<file path="src/rtl/jam_cost_loader.sv">
// Purpose: loads an NxN cost matrix for the JAM engine, releases the engine, serves
//          its cost lookups, then captures its MinCost/MatchCount result.
// Latency: in_ready rises 1 cycle after start. Cost is combinational. The result is registered on the jam_valid edge.
// Backpressure: words move on in_valid&in_ready. The result is held in res_valid until res_ack.
//
// Ports:
//   CLK, RST                      clock, async active-high reset
//   start                         pulse in IDLE to begin a load/run job
//   in_valid/in_ready/in_data/in_last   row-major cost word stream (worker-major)
//   jam_rst                       engine reset, low only while the engine runs
//   W, J -> Cost                  engine cost lookup, zero outside RUN
//   jam_valid/jam_mincost/jam_matchcount   engine result strobe
//   res_valid/res_ack/res_mincost/res_matchcount   captured result handshake
//   err                           last job aborted (bad framing or watchdog), sticky to next start
module jam_cost_loader #(
    parameter int N       = 8,
    parameter int CW      = 7,
    parameter int SW      = 10,
    parameter int TO_W    = 19,
    parameter int TIMEOUT = 500000
) (
    input  logic          CLK,
    input  logic          RST,
    input  logic          start,
    input  logic          in_valid,
    output logic          in_ready,
    input  logic [CW-1:0] in_data,
    input  logic          in_last,
    output logic          jam_rst,
    input  logic [2:0]    W,
    input  logic [2:0]    J,
    output logic [CW-1:0] Cost,
    input  logic          jam_valid,
    input  logic [SW-1:0] jam_mincost,
    input  logic [3:0]    jam_matchcount,
    output logic          res_valid,
    input  logic          res_ack,
    output logic [SW-1:0] res_mincost,
    output logic [3:0]    res_matchcount,
    output logic          err
);

    localparam int AW = $clog2(N*N);
    localparam logic [AW-1:0]   LAST_IDX = AW'(N*N-1);
    localparam logic [TO_W-1:0] WD_LIMIT = TO_W'(TIMEOUT-1);

    typedef enum logic [1:0] {
        S_IDLE,
        S_LOAD,
        S_RUN,
        S_DONE
    } state_t;

    state_t        state;
    state_t        state_nxt;
    logic [AW-1:0] cnt;
    logic [TO_W-1:0] wd;
    logic [CW-1:0] mem [N*N];

    logic job_start;   // accepted start: clears counter and err
    logic accept;      // a load word is written this cycle
    logic err_set;     // framing error or watchdog expiry
    logic capture;     // engine result captured this cycle
    logic ack_done;    // result consumed

    // State register
    always_ff @(posedge CLK or posedge RST) begin
        if (RST) begin
            state <= S_IDLE;
        end else begin
            state <= state_nxt;
        end
    end

    // Next-state and per-cycle control strobes
    always_comb begin
        state_nxt = state;
        job_start = 1'b0;
        accept    = 1'b0;
        err_set   = 1'b0;
        capture   = 1'b0;
        ack_done  = 1'b0;
        case (state)
            S_IDLE: begin
                if (start) begin
                    job_start = 1'b1;
                    state_nxt = S_LOAD;
                end
            end
            S_LOAD: begin
                if (in_valid && in_ready) begin
                    accept = 1'b1;
                    if (cnt == LAST_IDX) begin
                        // The final word must carry in_last. Otherwise the frame is too long.
                        if (in_last) begin
                            state_nxt = S_RUN;
                        end else begin
                            err_set   = 1'b1;
                            state_nxt = S_IDLE;
                        end
                    end else if (in_last) begin
                        // The frame is short. The word is still written, but the job is aborted.
                        err_set   = 1'b1;
                        state_nxt = S_IDLE;
                    end
                end
            end
            S_RUN: begin
                // A result arriving on the expiry cycle takes priority over the abort.
                if (jam_valid) begin
                    capture   = 1'b1;
                    state_nxt = S_DONE;
                end else if (wd == WD_LIMIT) begin
                    err_set   = 1'b1;
                    state_nxt = S_IDLE;
                end
            end
            S_DONE: begin
                if (res_ack) begin
                    ack_done  = 1'b1;
                    state_nxt = S_IDLE;
                end
            end
            default: state_nxt = S_IDLE;
        endcase
    end

    // Registered outputs and datapath state. in_ready and jam_rst come from the
    // next state, so they change on the same edge as the state itself.
    always_ff @(posedge CLK or posedge RST) begin
        if (RST) begin
            in_ready       <= 1'b0;
            jam_rst        <= 1'b1;
            res_valid      <= 1'b0;
            res_mincost    <= '0;
            res_matchcount <= '0;
            err            <= 1'b0;
            cnt            <= '0;
            wd             <= '0;
        end else begin
            in_ready <= (state_nxt == S_LOAD);
            jam_rst  <= (state_nxt != S_RUN);

            if (job_start) begin
                cnt <= '0;
            end else if (accept) begin
                cnt <= cnt + AW'(1);
            end

            // The count restarts at zero on every RUN entry because RUN is always
            // preceded by at least one non-RUN cycle.
            if (state == S_RUN) begin
                wd <= wd + TO_W'(1);
            end else begin
                wd <= '0;
            end

            if (job_start) begin
                err <= 1'b0;
            end else if (err_set) begin
                err <= 1'b1;
            end

            if (capture) begin
                res_valid      <= 1'b1;
                res_mincost    <= jam_mincost;
                res_matchcount <= jam_matchcount;
            end else if (ack_done) begin
                res_valid <= 1'b0;
            end
        end
    end

    // Matrix storage. It has no reset; contents are only meaningful after a complete load.
    always_ff @(posedge CLK) begin
        if (accept) begin
            mem[cnt] <= in_data;
        end
    end

    assign Cost = (state == S_RUN) ? mem[{W, J}] : '0;

endmodule

</file>
<file path="config.mk">
export PLATFORM = sky130hd
export DESIGN_NAME = jam_cost_loader
export DESIGN_NICKNAME = d
export VERILOG_FILES = /design/src/rtl/jam_cost_loader.sv
export SDC_FILE = /design/constraint.sdc
export NUM_CORES = 1
export LEC_CHECK = 0
export BUFFER_PORTS_ARGS = -buffer_cell sky130_fd_sc_hd__clkbuf_2
export CAP_MARGIN = 10
export CORE_MARGIN = 4
export CORE_UTILIZATION = 52
export DETAILED_ROUTE_END_ITERATION = 10
export PLACE_DENSITY_LB_ADDON = 0.08
export SLEW_MARGIN = 20
export SYNTH_ARGS = -nofsm -noshare
export SYNTH_HDL_FRONTEND = slang
export SYNTH_SLANG_ARGS = --single-unit
</file>
<file path="constraint.sdc">
create_clock -name CLK -period 2.1 [get_ports CLK]
set_clock_uncertainty 0.2 [all_clocks]
set_input_delay 0.315 -clock CLK [delete_from_list [all_inputs] [get_ports CLK]]
set_output_delay 0.315 -clock CLK [all_outputs]
set_load 0.02 [all_outputs]
</file>
; ---- Word level (Yosys, flattened, before mapping)
; Memories as Yosys holds them, arrays and structs flattened.
; Cells that the tools add are included.
[classes]
n_reduce_logical = 5
addsub = 2
mux = 34
eq_ne = 7
[op_table]
columns = operator, count
row1 = two-way mux 1 bit, 20
row2 = "adder 19 x 1 -> 19 bit, second input constant", 1
row3 = "equality test 19 bit, second input constant", 1
row4 = two-way mux 19 bit, 1
row5 = two-way mux 2 bit, 8
row6 = two-way mux 6 bit, 2
row7 = one-hot mux 2 bit (4 select lines), 1
row8 = two-way mux 7 bit, 1
row9 = "adder 6 x 1 -> 6 bit, second input constant", 1
row10 = "equality test 6 bit, second input constant", 1
row11 = nonzero test 2 bit, 3
row12 = "equality test 2 x 1 -> 1 bit, second input constant", 2
row13 = "equality test 2 bit, second input constant", 2
row14 = logical NOT 2 bit, 1
row15 = "inequality test 2 bit, second input constant", 1
row16 = one-hot mux 1 bit (2 select lines), 1
row17 = logical AND 1 bit, 1
[totals]
inputBits = 34
mem_bits_rw = 448
mem_count = 1
out_inout_bits = 25
word_cells = 58
reg_bits = 45
[memory_table]
columns = memory, words, width, rd, rd_ports_with_merged_regs, wr, line
row1 = mem, 64, 7, 1, 0, 1, 58  ; logic [CW-1:0] mem [N*N];

; ---- Longest topological paths before layout
[logic_depth]
word_depth = 6
mapped_depth = 9
ltp_nobuf = 7

; ---- Worst setup path after synthesis
; OpenSTA, ideal clock, no wires.
[synth_path]
path_kind = register -> register
start = register state[1]
end = memory mem[31][0], enable pin
t_arrival_ps = 1738
n_path_buf = 1
period_less_slack_ps = 2258
setup_ps = 319
stages_incl_launch_ff = 8
required_time_ps = 1581
setup_slack_ps = -158
path_cell_list = dfrtp_1 > inv_1 > ha_1 > and4_1 > clkbuf_2 > nand3_1 > or2_2 > inv_1
[synth_via]
elab_chain_len = 4
[synth_lines]
columns = element, line
row1 = from (decl), 54  ; state_t state;
row2 = from (signal assigned), 71  ; state <= state_nxt;
row3 = equality test 2 x 1 -> 1 bit, 83  ; case (state)
row4 = two-way mux 1 bit, 83
row5 = two-way mux 1 bit, 176  ; if (accept) begin
row6 = two-way mux 1 bit (implied by the code), 177  ; mem[cnt] <= in_data;
row7 = to (decl), 58
; Every way passes these cells.

; ---- Worst setup path in the final report
[layout_path]
start = memory mem[23][5]
end = output Cost[5]
[layout_via]
elab_chain_len = 2
[layout_lines]
columns = element, line
row1 = memory read (64 x 7 bit), n/a
row2 = two-way mux 7 bit, 181  ; assign Cost = (state == S_RUN) ? mem[{W, J}] : '0;
row3 = to (decl), 32  ; output logic [CW-1:0] Cost,
; Every way passes these cells.

==> results.md <==
* Status: finished with violations
* Violated checks: setup timing
* 1st-iter DRT viols at 920
* Final Max Slew Viols at 0
* Global-route usage over all layers at 23.2%
* Predominant post-synthesis flop cell: edfxtp_1
* Asr flop ratio synth at 9.13%
* Root buffer selected by CTS: clkbuf_16
* Cells after Synth at 1,030
* Commonest non-fill, non-tap cell in the layout: edfxtp_1
* R2R cell count at 9
* CTS tree: built
* Cell area after synthesis at 19,800 µm²
* Worst r2r dst: mem[22][1]
* Final Cycle Share at 140%
* Pre-CTS setup slack at -0.704 ns
* Critical-path cell list: mux4_2 -> or3_4 -> o21ai_2 -> a21oi_2 -> a311o_1 -> clkbuf_8
* Largest net degree at the start of global routing at 65
* Final TNS setup at -4.91 ns
* Max Fanout on Critical Path at 1
* Fin crit period at 2.93 ns
* Slew headroom at 51.9%
* Total grt overflow at 0
* Clk slew on worst S/H paths at 0.07 ns
* Share of layout cells above drive strength 1 at 44.5%
* Final HPWL DP at 30.6 mm
* Yosys warning count at 0
* Leak pwr at 8.68 nW
* IO buf count at 58
* Routability congestion estimate at 0.806
* Die area at 41,300 µm²
* R2R Path Start: state[1]
* H-tree depth at 2
* P per Cell Area at 888 nW/µm²
* ANT cells at 0
* Initial antenna violation count at 0
* First-pass DRT Iterations at 5
* Die height at 203 µm
* Synth Register Bits at 493
* Final setup vio count at 28
* Sink Count at 493
* Net count, final at 1,368
* Maximum root-to-sink buffer count at 3
* Critical Path Source: mem[23][5]
* Layout overhead on the synthesized area at 28.5%
* Residual DRC at 0
* Max VDD drop at 0.862 mV
* Initial Util at 52.6%
* Max Freq at 341 MHz
* First-pass GRT wire length at 71.1 mm
* Worst endpoint required time at 1.58 ns
* Antenna-violating nets left at 0
* Number of cell rows at 71
* DRT Wirelength at 46.7 mm
* Syn_nets at 1,070
* Arr. time, crit path at 2.42 ns
* I/O pins at 59
* Final hold violation count at 0
* Cts bufs inserted at 50
* Hold_sp: in_data[1]
* Filler cell count at 2,503
* Core ar. at 37,700 µm²
* Pwr Total at 0.0226 W
* Via density per instance at 5.73
* Actual slew at the worst max-slew pin at 0.722 ns
* Vias in the first global route at 11.2k
* Crit-path max cell delay at 0.48 ns
* Worst setup path class: reg -> out
* Synth cell types at 58
* RSZ-0062 raised after global routing: yes
* Tightest Hold Check Type: in -> reg
* Max-Cap Viols at 0
* Nature of the critical path startpoint: flip-flop
* DR WL/cell at 24.9 µm
* Most frequent cells in the layout: edfxtp_1 (448), buf_4 (115), mux4_2 (108)
* Number of flops mapped to enable cells by yosys at 448
* Flop2flop setup slack at -0.02 ns
* Critical path's slowest cell: mux4_2
* Die Wd at 203 µm
* Final setup margin at -0.832 ns
* Crit end category: output pin
* Post-synthesis sequential area ratio at 73.5%
* Setup crit end: Cost[5]
* Vias at 10.7k
* Clock Latency Late Sink at 0.57 ns
* Fin util at 67.6%
* Mapped Avg Cell Area at 19.2 µm²
sequential cells by signal, indices dropped and copies added, names as in the netlist:
register,flops
err,1
jam_rst,1
res_matchcount,4
mem,448
cnt,6
in_ready,1
res_mincost,10
state,2
res_valid,1
wd,19
through the flow:
step / hold WS, ns / instance area, µm² / std cells
after detailed placement: 0.0821 / 22600 / 1762
after floorplan: 0.214 / 20000 / 1030
after global placement: 0.0837 / 22600 / 1762
final: 0.0128 / 25500 / 1876
after CTS: 0.0163 / 25100 / 1873
after global routing: 0.0333 / 25500 / 1876
routing by layer:
| layer | global-route usage (%) | part of all wire, % |
|---|---|---|
| met5 | 0 | 0 |
| met4 | 6.48 | 2.2 |
| met3 | 3.91 | 6.2 |
| met2 | 37.7 | 50 |
| met1 | 33.3 | 42 |
how the worst min path moves through the flow:
stage                              endpoint  slack, ns  depth (start not counted)
after floorplan                   mem[0][0]       0.21                          0
after global placement    res_matchcount[2]       0.08                          2
after detailed placement  res_matchcount[3]       0.08                          2
after CTS                    res_mincost[7]       0.02                          3
after global routing             mem[56][1]       0.03                          2
final                            mem[56][1]       0.01                          2
cell usage after synthesis, drive strengths merged (12+ instances only):
cell	n	area [µm²]
edfxtp	448	13500
a21oi	18	90.1
mux2i	36	360
clkbuf	18	139
nor2	98	368
dfrtp	44	1100
mux2	15	169
o21ai	21	105
buf	31	280
mux4	112	2570
xor2	12	105
nand2	44	165
nand3	17	85.1
area by class of cell:
| cell class | instances | area, µm² | area share (%) |
|---|---|---|---|
| timing repair buffer | 295 | 3040 | 11.9 |
| tap | 511 | 639 | 2.51 |
| sequential | 493 | 14600 | 57.2 |
| clock inverter | 28 | 263 | 1.03 |
| clock buffer | 61 | 1320 | 5.20 |
| inverter | 10 | 45.0 | 0.177 |
| multi-input combinational | 478 | 5590 | 21.9 |
power by group:
| group | switching (W) | leakage [nW] | internal (W) |
|---|---|---|---|
| sequential | 0.000129 | 4.61 | 0.0109 |
| combinational | 0.00157 | 3.30 | 0.00132 |
| clock | 0.00359 | 0.764 | 0.00507 |
| total | 0.00529 | 8.68 | 0.0173 |
kinds of logic after synthesis:
| group | after synthesis | synth area share [%] |
|---|---|---|
| flops | 493 | 73.5 |
| simple gates | 221 | 5.18 |
| mux | 163 | 15.6 |
| compound gates | 73 | 2.30 |
| buf+inv | 59 | 2.30 |
| xor+xnor | 15 | 0.663 |
| fa+ha+maj | 6 | 0.379 |
worst max-delay path: cells and delay by family (launching register included):
family / cells / cell delay (ns)
AND/OR/NAND/NOR: 1 / 0.35
multiplexers: 1 / 0.48
flip-flops: 1 / 0.37
AO/OA/AOI/OAI: 3 / 0.46
buffers and inverters: 1 / 0.16
repair_timing:
item,4_1_cts,5_1_grt
pin swaps,27,32
endpoints found under the hold margin,64,0
gates resized for setup,168,96
cloned,0,0
buffers inserted,5,5
hold buffers,18,0
endpoints found under the setup margin,395,462
No activity file was read; power rests on OpenSTA's default activity.
